File: src/rtl/fetch_pkg.sv
// Shared types and constants for the instruction fetch buffer.
package fetch_pkg;

  localparam int          FETCH_DEPTH_DEFAULT = 4;
  localparam logic [31:0] INSTR_NOP           = 32'h0000_0013;

  typedef struct packed {
    logic [31:0] pc;
    logic [31:0] instr;
    logic        filled;
  } fetch_slot_t;

endpackage

File: src/rtl/fetch_buffer_slots.sv
// Slot storage for the fetch buffer: PC written at alloc, instruction at fill,
// head slot read combinationally. Only the filled bits are reset.
module FetchSlots
  import fetch_pkg::*;
#(
  parameter int DEPTH = FETCH_DEPTH_DEFAULT,
  localparam int PW   = $clog2(DEPTH)
) (
  input  logic          clk,
  input  logic          rst,
  input  logic          flush_i,
  input  logic          alloc_we_i,
  input  logic [PW-1:0] alloc_idx_i,
  input  logic [31:0]   alloc_pc_i,
  input  logic          fill_we_i,
  input  logic [PW-1:0] fill_idx_i,
  input  logic [31:0]   fill_data_i,
  input  logic          pop_i,
  input  logic [PW-1:0] rd_idx_i,
  output logic [31:0]   head_pc_o,
  output logic [31:0]   head_instr_o,
  output logic          head_filled_o
);

  logic [31:0]      pc_q    [DEPTH];
  logic [31:0]      instr_q [DEPTH];
  logic [DEPTH-1:0] filled_q, filled_d;
  fetch_slot_t      head;

  always_ff @(posedge clk) begin
    if (alloc_we_i) pc_q[alloc_idx_i]   <= alloc_pc_i;
    if (fill_we_i)  instr_q[fill_idx_i] <= fill_data_i;
  end

  // Alloc, fill and pop never target the same slot in one cycle, so order is free.
  always_comb begin
    filled_d = filled_q;
    if (flush_i) begin
      filled_d = '0;
    end else begin
      if (pop_i)      filled_d[rd_idx_i]    = 1'b0;
      if (alloc_we_i) filled_d[alloc_idx_i] = 1'b0;
      if (fill_we_i)  filled_d[fill_idx_i]  = 1'b1;
    end
  end

  always_ff @(posedge clk or negedge rst) begin
    if (!rst) filled_q <= '0;
    else      filled_q <= filled_d;
  end

  assign head          = '{pc: pc_q[rd_idx_i], instr: instr_q[rd_idx_i], filled: filled_q[rd_idx_i]};
  assign head_pc_o     = head.pc;
  assign head_instr_o  = head.instr;
  assign head_filled_o = head.filled;

endmodule

File: src/rtl/fetch_buffer.sv
// In-order fetch buffer: issues imem reads, reserves a slot per request and
// hands {pc, instr} to decode; flush discards queued work and owed responses.
module fetch_buffer
  import fetch_pkg::*;
#(
  parameter int DEPTH = FETCH_DEPTH_DEFAULT
) (
  input  logic        clk,
  input  logic        rst,
  input  logic        pc_valid,
  input  logic [31:0] pc_in,
  output logic        pc_ready,
  output logic        imem_req_valid,
  output logic [31:0] imem_req_addr,
  input  logic        imem_req_ready,
  input  logic        imem_rsp_valid,
  input  logic [31:0] imem_rsp_data,
  input  logic        flush,
  output logic        instr_valid,
  output logic [31:0] instr,
  output logic [31:0] instr_pc,
  input  logic        instr_ready
);

  localparam int            PW      = $clog2(DEPTH);
  localparam logic [PW:0]   DEPTH_C = (PW+1)'(DEPTH);
  localparam logic [PW-1:0] PONE    = PW'(1);

  logic [PW-1:0] alloc_q, alloc_d, fill_q, fill_d, rd_q, rd_d;
  logic [PW:0]   count_q, count_d, pend_q, pend_d, drop_q, drop_d;
  logic [PW:0]   fire_w, keep_w, pop_w, rsp_w, kept_now;
  logic          can_req, fire, keep, pop, draining;
  logic          head_filled;
  logic [31:0]   head_pc, head_instr;

  assign draining = (drop_q != '0);
  // Gating with rst keeps the request side quiet while reset is held.
  assign can_req        = rst && (count_q < DEPTH_C) && !draining && !flush;
  assign pc_ready       = can_req && imem_req_ready;
  assign imem_req_valid = can_req && pc_valid;
  assign imem_req_addr  = pc_in;

  assign fire        = pc_valid && pc_ready;
  assign keep        = imem_rsp_valid && !draining && !flush;
  assign instr_valid = head_filled && !flush;
  assign pop         = instr_valid && instr_ready;
  assign instr       = instr_valid ? head_instr : INSTR_NOP;
  assign instr_pc    = head_pc;

  assign fire_w   = {{PW{1'b0}}, fire};
  assign keep_w   = {{PW{1'b0}}, keep};
  assign pop_w    = {{PW{1'b0}}, pop};
  assign rsp_w    = {{PW{1'b0}}, imem_rsp_valid};
  assign kept_now = {{PW{1'b0}}, imem_rsp_valid && !draining};

  always_comb begin
    alloc_d = alloc_q;
    fill_d  = fill_q;
    rd_d    = rd_q;
    count_d = count_q;
    pend_d  = pend_q;
    drop_d  = drop_q;
    if (flush) begin
      alloc_d = '0;
      fill_d  = '0;
      rd_d    = '0;
      count_d = '0;
      pend_d  = '0;
      // Every response still owed after this cycle must be swallowed.
      drop_d  = pend_q - kept_now + (draining ? drop_q - rsp_w : '0);
    end else begin
      if (fire) alloc_d = alloc_q + PONE;
      if (keep) fill_d  = fill_q + PONE;
      if (pop)  rd_d    = rd_q + PONE;
      count_d = count_q + fire_w - pop_w;
      pend_d  = pend_q + fire_w - keep_w;
      if (imem_rsp_valid && draining) drop_d = drop_q - rsp_w;
    end
  end

  always_ff @(posedge clk or negedge rst) begin
    if (!rst) begin
      alloc_q <= '0;
      fill_q  <= '0;
      rd_q    <= '0;
      count_q <= '0;
      pend_q  <= '0;
      drop_q  <= '0;
    end else begin
      alloc_q <= alloc_d;
      fill_q  <= fill_d;
      rd_q    <= rd_d;
      count_q <= count_d;
      pend_q  <= pend_d;
      drop_q  <= drop_d;
    end
  end

  FetchSlots #(.DEPTH(DEPTH)) u_slots (
    .clk          (clk),
    .rst          (rst),
    .flush_i      (flush),
    .alloc_we_i   (fire),
    .alloc_idx_i  (alloc_q),
    .alloc_pc_i   (pc_in),
    .fill_we_i    (keep),
    .fill_idx_i   (fill_q),
    .fill_data_i  (imem_rsp_data),
    .pop_i        (pop),
    .rd_idx_i     (rd_q),
    .head_pc_o    (head_pc),
    .head_instr_o (head_instr),
    .head_filled_o(head_filled)
  );

endmodule

File: config.mk
export PLATFORM = sky130hd
export DESIGN_NAME = fetch_buffer
export DESIGN_NICKNAME = d
export VERILOG_FILES = /design/src/rtl/fetch_pkg.sv /design/src/rtl/fetch_buffer_slots.sv /design/src/rtl/fetch_buffer.sv
export SDC_FILE = /design/constraint.sdc
export NUM_CORES = 1
export LEC_CHECK = 0
export CAP_MARGIN = 40
export CELL_PAD_IN_SITES_DETAIL_PLACEMENT = 0
export CELL_PAD_IN_SITES_GLOBAL_PLACEMENT = 1
export CORE_MARGIN = 5
export CORE_UTILIZATION = 46
export DETAILED_ROUTE_END_ITERATION = 10
export PLACE_DENSITY_LB_ADDON = 0.3
export SYNTH_ARGS = -nofsm -noshare
export SYNTH_HDL_FRONTEND = slang
export SYNTH_SLANG_ARGS = --single-unit
File: constraint.sdc
create_clock -name clk -period 3.46 [get_ports clk]
set_input_delay 0.692 -clock clk [delete_from_list [all_inputs] [get_ports clk]]
set_output_delay 0.692 -clock clk [all_outputs]
set_load 0.01 [all_outputs]
After elaboration in Yosys (flattened, before gate mapping)
Memories as Yosys holds them, arrays and structs flattened.
Index checks and enable logic that the tools add are counted.
{"block": "op_classes", "n_addsub": 10, "order_cmp": 7, "n_mux": 30, "n_bitwise": 5, "n_reduce_logical": 21}
{"cell": "2-to-1 mux 32 bit", "n": 1}
{"cell": "2-to-1 mux 4 bit", "n": 6}
{"cell": "2-to-1 mux 3 bit", "n": 5}
{"cell": "logical AND 1 bit", "n": 14}
{"cell": "2-to-1 mux 2 bit", "n": 6}
{"cell": "subtractor 3 x 1 -> 3 bit", "n": 4}
{"cell": "less-than comparator 2 x 3 -> 1 bit (second input constant)", "n": 3}
{"cell": "bitwise AND 4 bit", "n": 2}
{"cell": "2-to-1 mux 1 bit", "n": 8}
{"cell": "NOT 4 bit", "n": 2}
{"cell": "nonzero test 2 bit", "n": 4}
{"cell": "adder 2 x 1 -> 2 bit (second input constant)", "n": 3}
{"cell": "adder 3 x 1 -> 3 bit", "n": 2}
{"cell": "demux 1 bit (select 2 bit)", "n": 3}
{"cell": "greater-or-equal comparator 2 x 1 -> 1 bit (second input constant)", "n": 3}
{"cell": "bitwise OR 4 bit", "n": 1}
{"cell": "adder 3 bit", "n": 1}
{"cell": "less-than comparator 3 bit (second input constant)", "n": 1}
{"cell": "nonzero test 3 bit", "n": 1}
{"cell": "binary-select mux 1 bit (select 2 bit)", "n": 1}
{"cell": "zero test 1 bit", "n": 2}
{"block": "totals", "ff_bits": 19, "mem_bits_rw": 256, "n_memories": 2}
{"name": "u_slots.instr_q", "depth": 4, "width": 32, "rd": 1, "rd_ports_with_merged_regs": 0, "write_ports": 1, "line_no": "fetch_buffer_slots.sv:26", "rtl": "logic [31:0] instr_q [DEPTH];"}
{"name": "u_slots.pc_q", "depth": 4, "width": 32, "rd": 1, "rd_ports_with_merged_regs": 0, "write_ports": 1, "line_no": "fetch_buffer_slots.sv:25", "rtl": "logic [31:0] pc_q [DEPTH];"}

Longest topological paths before layout
Gate-level depths: netlist (run 1).
{"block": "depth", "depth_word": 14, "depth_mapped": 12, "ltp_nobuf": 11}

Cells and area by module
From an unflattened synthesis (run 1), not the netlist that was laid out.
{"block": "unflattened", "cells_unflattened": 530, "hier_area_um2": 10955.5}
{"module": "FetchSlots", "n_inst": 1, "cells_each": 365, "area_per_inst_um2": 9546.7, "seq_area_each_um2": 7787.5}
{"module": "fetch_buffer", "n_inst": 1, "cells_each": 165, "area_per_inst_um2": 1408.9, "seq_area_each_um2": 375.4}

Worst setup path before layout (run 1)
No wires, ideal clock.
{"block": "synth_timing", "path_type": "input to register", "start": "in imem_rsp_valid", "end": "reg drop_q[2]", "t_arrival_ns": 2.902, "setup_slack_ns": 0.432, "path_stages": 9, "path_buffers": 0, "path_cell_list": "ha_1 ha_1 or2_2 ha_1 fa_1 xnor3_1 nand2_1 mux2i_1 o32a_1"}
{"block": "synth_between", "elab_chain_len": 4, "elab_cells_between_ends": 9}
{"item": "from (decl)", "line_no": "fetch_buffer.sv:16", "rtl": "input logic imem_rsp_valid,"}
{"item": "subtractor 3 x 1 -> 3 bit or logical AND 1 bit (tied branches)", "line_no": "fetch_buffer.sv:70, fetch_buffer.sv:77, fetch_buffer.sv:54"}
{"item": "2-to-1 mux 3 bit or subtractor 3 x 1 -> 3 bit (tied branches)", "line_no": "fetch_buffer.sv:70", "rtl": "drop_d = pend_q - kept_now + (draining ? drop_q - rsp_w : '0);"}
{"item": "adder 3 bit", "line_no": "fetch_buffer.sv:70"}
{"item": "2-to-1 mux 3 bit", "line_no": "fetch_buffer.sv:63", "rtl": "if (flush) begin"}
{"item": "to (signal assigned)", "line_no": "fetch_buffer.sv:95", "rtl": "drop_q <= drop_d;"}
{"item": "to (decl)", "line_no": "fetch_buffer.sv:30", "rtl": "logic [PW:0] count_q, count_d, pend_q, pend_d, drop_q, drop_d;"}
Parallel ways exist; a longest one is shown, timed or not. The select of a mux whose other input is x is not followed.
A chain may end at the register's enable or synchronous reset.

Final worst setup path (run 1)
{"block": "layout_timing", "start": "reg rd_q[0]", "end": "out instr[1]"}
{"block": "layout_between", "elab_chain_len": 4, "elab_cells_between_ends": 5}
{"item": "from (decl)", "line_no": "fetch_buffer.sv:29", "rtl": "logic [PW-1:0] alloc_q, alloc_d, fill_q, fill_d, rd_q, rd_d;"}
{"item": "from (signal assigned)", "line_no": "fetch_buffer.sv:92", "rtl": "rd_q <= rd_d;"}
{"item": "binary-select mux 1 bit (select 2 bit)", "line_no": "fetch_buffer_slots.sv:52", "rtl": "assign head = '{pc: pc_q[rd_idx_i], instr: instr_q[rd_idx_i], filled: filled_q[rd_idx_i]};"}
{"item": "2-to-1 mux 1 bit (implied by the code)", "line_no": "fetch_buffer_slots.sv:52"}
{"item": "logical AND 1 bit", "line_no": "fetch_buffer.sv:45", "rtl": "assign instr_valid = head_filled && !flush;"}
{"item": "2-to-1 mux 32 bit (*)", "line_no": "fetch_buffer.sv:47", "rtl": "assign instr = instr_valid ? head_instr : INSTR_NOP;"}
{"item": "to (decl)", "line_no": "fetch_buffer.sv:20", "rtl": "output logic [31:0] instr,"}
Every way passes the cells marked *; elsewhere a longest branch is shown, timed or not. The select of a mux whose other input is x is not followed.

==> metrics.cfg, run 1 <==
[yosys]
syn_inst=551
synthTopCellsByCount=256 x sky130_fd_sc_hd__edfxtp_1, 65 x sky130_fd_sc_hd__mux4_2, 34 x sky130_fd_sc_hd__buf_4, 32 x sky130_fd_sc_hd__and3_1, 25 x sky130_fd_sc_hd__inv_1
ys_async_sr_fraction=0.0691
synth_edf_count=256
synth_top_area_share=0.694
ys_warn_count=0
syn_area_per_cell_um2=20.1
ys_seq_area_frac=0.737
synth.ff_latch_count=275
yosys-top-cells-area=sky130_fd_sc_hd__edfxtp_1 69%, sky130_fd_sc_hd__mux4_2 13%, sky130_fd_sc_hd__dfrtp_1 4.3%, sky130_fd_sc_hd__buf_4 2.3%, sky130_fd_sc_hd__ha_1 2.3%
synth_area_um2=11100
synth.most_common_cell=sky130_fd_sc_hd__edfxtp_1
synth.net_count=645
ys_dominant_reg_cell=sky130_fd_sc_hd__edfxtp_1
post-synth-top-area-cell=sky130_fd_sc_hd__edfxtp_1
netlist-cell-type-count=30

[clocking]
max-clock-path-buffers=3
clkSinkCount=275
cts_hold_buf=0
cts-htree-levels=1
post_cts_buffers=0
worstSkewPairLatency_ps=530
post_cts.resized_instances=0
clk_pin_slew_worst_paths_ps=60
clk_root_buffer_cell=sky130_fd_sc_hd__clkbuf_16
cts_tree=yes
cts_made_buffers=27

[grt]
grt_first_pass_wirelength_um=32800
antenna_violations_before_repair=1
grt_pass1_vias=5891
grt_overflow_total=0
grt_start_max_net_pins=69
groute.usage.overall=0.155

[sta]
final-setup-viol-count=0
finalCritPeriodShare=0.961
final_number_of_max_transition_violations=0
timing.slew.headroom=0.666
clock.fmax_mhz=301
grt_setup_unrepaired=no
tightestPinTransition_ps=500
clock_period_minus_final_worst_setup_slack_ps=3320
worst_clock_skew_ps=9.13
report.final.hold_viol_count=0

[placed_design]
finalWeightedCongestion=0.760
hpwlAfterDp_um=13200
port_buf_inserts=169
dpl_cell_area_um2=13100

[power_and_ir_drop]
totalPowerFinal_mw=7.87
netSwitchingPower_mw=1.74
power_per_cell_area_nw_per_um2=563
p_sw_frac=0.222
vdd.ir_drop.worst_mv=0.498
pwr-share-clk=0.382
p_comb_frac=0.139
total_leakage_power_nw=4.79
seq_pwr_share=0.478
power_report.internal_total_mw=6.13

[layout]
final_net_count=804
stdcell_area_um2=14000
drive_above_1_share=0.190
num_antenna_cells=0
area_growth_syn_to_layout_pct=26.2

[min_path]
min_path_type=input pin to asynchronous set/reset pin

[route]
detail_route.iter0.violations=208
vias_per_cell=5.22
dr_total_vias=5485
drt_wl_total_um=21200
antenna_violating_nets_post_route=0
detail_route.wl_per_cell_um=20.2
drt_pass1_iterations=4
drc=0

[floorplanning]
initial_utilization=0.469
dieArea_um2=27300
core-area_um2=23600
num_io_pins=170
dieHeight_um=165
chipWidth_um=165
placement_rows=56

[setup_path]
startpoint_type=register
critPathRequiredTime_ps=2770
crit_path_max_fanout=35
cp_data_arrival_time_ps=2630
critPathCaptureType=primary output
timing.setup.critical_path_class=register to primary output

[run]
max_cap_check_violation_count=0

[status]
run_status=finished clean

-- per-stage QoR --
step / util / hold slack (ps) / TNS, ps / setup slack (ps) / instances
finish: 0.592 / 527 / 0 / 136 / 1050
global route: 0.592 / 540 / 0 / 15.2 / 1050
CTS: 0.592 / 523 / 0 / 78.8 / 1050
detailed placement: 0.553 / 542 / -114 / -114 / 1000
global placement: 0.553 / 534 / -64.7 / -64.7 / 1000
floorplan: - / 396 / 0 / 432 / 551
-- cell families (layout without fill, tap and decap cells) --
kind of cell / Yosys count / after routing / synth area share
adders and majority gates: 23 / 23 / 0.0280
xor gates and xnor gates: 9 / 9 / 0.00836
AOI/OAI and AO/OA: 14 / 14 / 0.00881
muxes: 71 / 71 / 0.138
DFF: 275 / 275 / 0.737
and+or+nand+nor: 77 / 77 / 0.0382
buffers and inverters: 82 / 262 / 0.0419
-- layout make-up --
class,count,area (um2)
fillers,1764,9630
flip-flops and latches,275,8170
multi-input cells,194,2450
repair buffers,187,1940
clock buffers,30,687
well taps,319,399
clock inverters,20,236
inverters,25,93.8
-- worst max-delay path, cell delays in order (launching register included) --
cell and delay (ps):
sky130_fd_sc_hd__dfrtp_4 460, sky130_fd_sc_hd__buf_12 280, sky130_fd_sc_hd__mux4_2 540, sky130_fd_sc_hd__or2_2 310, sky130_fd_sc_hd__clkdlybuf4s50_1 500
-- state kept, by name, indices dropped and copies added, names as in the netlist --
name	count
count_q	3
fill_q	2
u_slots.filled_q	4
rd_q	2
pend_q	3
drop_q	3
u_slots.instr_q	128
u_slots.pc_q	128
alloc_q	2
-- path summary, 6_finish.rpt --
kind | slack [ps] | endpoint | startpoint | cells past startpoint
hold / removal | 530 | count_q[0] | rst | 2
min in group clk | 550 | count_q[2] | count_q[2] | 2
max in group asynchronous | 2690 | rd_q[0] | rst | 2
setup / recovery | 140 | instr[1] | rd_q[0] | 4
hold reg to reg | 550 | count_q[2] | count_q[2] | 2
setup reg to reg | 570 | drop_q[2] | drop_q[0] | 10
-- cell usage in the layout, fill, tap and decap left out, types with 2 or more instances in the layout --
cell type                         instances
sky130_fd_sc_hd__a21oi_1                  4
sky130_fd_sc_hd__a41o_1                   4
sky130_fd_sc_hd__and2_2                   4
sky130_fd_sc_hd__and3_1                  32
sky130_fd_sc_hd__buf_12                   9
sky130_fd_sc_hd__buf_4                    9
sky130_fd_sc_hd__bufinv_16                5
sky130_fd_sc_hd__clkbuf_1                 3
sky130_fd_sc_hd__clkbuf_16               27
sky130_fd_sc_hd__clkdlybuf4s50_1        169
sky130_fd_sc_hd__clkinv_1                 4
sky130_fd_sc_hd__clkinv_2                 6
sky130_fd_sc_hd__clkinvlp_4               2
sky130_fd_sc_hd__dfrtp_1                 17
sky130_fd_sc_hd__dfrtp_4                  2
sky130_fd_sc_hd__edfxtp_1               256
sky130_fd_sc_hd__fa_1                     3
sky130_fd_sc_hd__ha_1                    20
sky130_fd_sc_hd__inv_1                   25
sky130_fd_sc_hd__inv_6                    2
sky130_fd_sc_hd__mux2i_1                  6
sky130_fd_sc_hd__mux4_2                  65
sky130_fd_sc_hd__nand2_1                 14
sky130_fd_sc_hd__nand3_1                  4
sky130_fd_sc_hd__nor2_1                  11
sky130_fd_sc_hd__nor2b_1                  4
sky130_fd_sc_hd__o21ai_0                  4
sky130_fd_sc_hd__or2_2                    5
sky130_fd_sc_hd__xnor2_1                  5
sky130_fd_sc_hd__xor2_1                   3
-- power groups by stage --
stage | registers [mW] | logic, mW | clock network (mW)
2_1_floorplan | 3.82 | 0.683 | 0
3_3_place_gp | 3.83 | 1.09 | 0
3_5_place_dp | 3.84 | 1.11 | 0
4_1_cts | 3.77 | 1.12 | 3.09
5_1_grt | 3.77 | 1.21 | 3.22
6_report | 3.76 | 1.09 | 3.01
-- routing by layer --
| layer | global-route usage | routed length (um) | part of all wire |
|---|---|---|---|
| met5 | 0 | 19 | 0.00090 |
| met4 | 0.0310 | 380 | 0.018 |
| met3 | 0.0422 | 1640 | 0.077 |
| met2 | 0.264 | 10500 | 0.49 |
| met1 | 0.203 | 8680 | 0.41 |
Note: power is estimated with default switching activity, not from simulation.
==> run 2, diff against run 1 <==
--- a/config.mk
+++ b/config.mk
@@ -12,6 +12,7 @@
 export CORE_UTILIZATION = 46
 export DETAILED_ROUTE_END_ITERATION = 10
 export PLACE_DENSITY_LB_ADDON = 0.3
+export RECOVER_POWER = 100
 export SYNTH_ARGS = -nofsm -noshare
 export SYNTH_HDL_FRONTEND = slang
 export SYNTH_SLANG_ARGS = --single-unit
==> constraint.sdc (replaced) <==
create_clock -name clk -period 3.8 [get_ports clk]
set_input_delay 0.57 -clock clk [delete_from_list [all_inputs] [get_ports clk]]
set_output_delay 0.57 -clock clk [all_outputs]
set_load 0.01 [all_outputs]
==> metrics.cfg, run 2 (same netlist as run 1, synthesis figures left out) <==
[status]
run_status=finished clean

[layout]
layout_top_registers=u_slots.instr_q x128, u_slots.pc_q x128, u_slots.filled_q x4
area_growth_syn_to_layout_pct=24.3
num_antenna_cells=0
layout.filler_cells=1799
commonest_non_fill_non_tap_cells_in_the_layout=256 x sky130_fd_sc_hd__edfxtp_1, 130 x sky130_fd_sc_hd__dlygate4sd3_1, 65 x sky130_fd_sc_hd__mux4_2, 39 x sky130_fd_sc_hd__clkdlybuf4s50_1, 32 x sky130_fd_sc_hd__and3_1
final_common_cell=sky130_fd_sc_hd__edfxtp_1
multi_input_comb_area_um2=2440
register_area_um2=8170
final_net_count=804
drive_above_1_share=0.178

[sta]
final-setup-viol-count=0
worst_clock_skew_ps=19.6
finalCritPeriodShare=0.946
post-route-worst-setup-slack_ps=206
tightestPinTransition_ps=1290
clock_period_minus_final_worst_setup_slack_ps=3590
clock.fmax_mhz=278
timing.slew.headroom=0.138
final_number_of_max_transition_violations=0
tns_ps=0
final.hold.worst_slack_ps=557
grt_setup_unrepaired=no
report.final.hold_viol_count=0

[clocking]
cts_made_buffers=27
max-clock-path-buffers=3
clk_pin_slew_worst_paths_ps=60
cts_hold_buf=0
clkSinkCount=275
clk_root_buffer_cell=sky130_fd_sc_hd__clkbuf_16
worstSkewPairLatency_ps=530
post_cts.resized_instances=0
post_cts_buffers=0
cts-htree-levels=1
cts_tree=yes

[grt]
grt_pass1_vias=5971
antenna_violations_before_repair=4
grt_start_max_net_pins=38
groute.usage.overall=0.159
grt_overflow_total=0
grt_first_pass_wirelength_um=33300

[power_and_ir_drop]
totalPowerFinal_mw=6.91
power_per_cell_area_nw_per_um2=502
vdd.ir_drop.worst_mv=0.377
total_leakage_power_nw=4.80

[min_path]
min_delay_worst_endpoint=count_q[2]
min_path_type=register to register
hp-start=count_q[2]
whs_path_depth=2

[floorplanning]
dieArea_um2=27300
initial_utilization=0.469
placement_rows=56
chipWidth_um=165
core-area_um2=23600
num_io_pins=170
dieHeight_um=165

[setup_path]
timing.setup.critical_path_class=register to primary output
cp_data_arrival_time_ps=3020
crit_path_max_fanout=29
reg2reg_from=drop_q[1]
critPathCaptureType=primary output
timing.rr.end=u_slots.instr_q[1][14]
startpoint_type=register
critPathRequiredTime_ps=3230
worstRegToRegCells=4
regToRegSetupSlack_ps=440

[route]
antenna_violating_nets_post_route=0
detail_route.iter0.violations=297
dr_total_vias=5527
drt_wl_total_um=21500
drt_pass1_iterations=4
vias_per_cell=5.26
drc=0
detail_route.wl_per_cell_um=20.5

[run]
max_cap_check_violation_count=0

[placed_design]
hpwlAfterDp_um=14000
finalWeightedCongestion=0.729
worst_setup_slack_post_dpl_ps=178
port_buf_inserts=169

## run 2: cell count changes in the layout (fill, tap and decap cells not counted), moves of 2 or more
cell,before,now
sky130_fd_sc_hd__clkbuf_8,0,4
sky130_fd_sc_hd__buf_12,9,1
sky130_fd_sc_hd__clkinv_2,6,4
sky130_fd_sc_hd__clkdlybuf4s50_1,169,39
sky130_fd_sc_hd__clkinvlp_4,2,0
sky130_fd_sc_hd__dlygate4sd3_1,0,130
sky130_fd_sc_hd__buf_4,9,4
sky130_fd_sc_hd__clkbuf_1,3,11
sky130_fd_sc_hd__bufinv_16,5,1
sky130_fd_sc_hd__clkbuf_2,0,12
sky130_fd_sc_hd__clkinv_1,4,0
sky130_fd_sc_hd__and2_2,4,0
sky130_fd_sc_hd__and2_0,0,4
## run 2: layout make-up
class | count | share of cell area
well taps | 319 | 0.0290
inverters | 25 | 0.00682
repair buffers | 187 | 0.131
flip-flops and latches | 275 | 0.594
multi-input cells | 194 | 0.177
clock buffers | 41 | 0.0558
clock inverters | 9 | 0.00618
## run 2: critical path, stage by stage, from the launching register on
cell and delay [ps]:
sky130_fd_sc_hd__dfrtp_4 720, sky130_fd_sc_hd__clkbuf_2 720, sky130_fd_sc_hd__mux4_2 410, sky130_fd_sc_hd__dlygate4sd3_1 630
## run 2: metrics by stage
step / instance area (um2) / util / cells
2_1_floorplan: 11100 / - / 551
3_3_place_gp: 12900 / 0.547 / 996
3_5_place_dp: 13000 / 0.552 / 1000
4_1_cts: 13900 / 0.588 / 1050
5_1_grt: 13800 / 0.583 / 1050
6_report: 13800 / 0.583 / 1050
## run 2: power breakdown
group          internal [mW]  leakage [nW]  switching, mW
registers               3.38          2.56         0.0573
clock network           1.47         0.421           1.07
logic                  0.504          1.83          0.431
## run 2: worst max path at each step
stage	startpoint	to	slack (ps)
after floorplan	imem_rsp_valid	drop_q[2]	890
after global placement	imem_rsp_valid	drop_q[2]	250
after detailed placement	imem_rsp_valid	drop_q[2]	180
after CTS	rd_q[1]	instr[4]	230
after global routing	rd_q[1]	instr_pc[25]	70
final	rd_q[1]	instr_pc[25]	210
## run 2: metal layers
layer	vias to the layer above	global-route usage	wire length, um	share of wire
li1	2468	-	-	-
met1	2821	0.202	8520	0.40
met2	194	0.277	10800	0.50
met3	36	0.0405	1690	0.079
met4	8	0.0344	427	0.020
met5	-	0	47	0.0022
==> run 3, diff against run 2 <==
--- a/config.mk
+++ b/config.mk
@@ -11,8 +11,10 @@
 export CORE_MARGIN = 5
 export CORE_UTILIZATION = 46
 export DETAILED_ROUTE_END_ITERATION = 10
+export GPL_ROUTABILITY_DRIVEN = 0
 export PLACE_DENSITY_LB_ADDON = 0.3
 export RECOVER_POWER = 100
+export SKIP_LAST_GASP = 1
 export SYNTH_ARGS = -nofsm -noshare
 export SYNTH_HDL_FRONTEND = slang
 export SYNTH_SLANG_ARGS = --single-unit
==> results of run 3 <==
No change in the layout: final DEF, timing and power equal those of run 2.
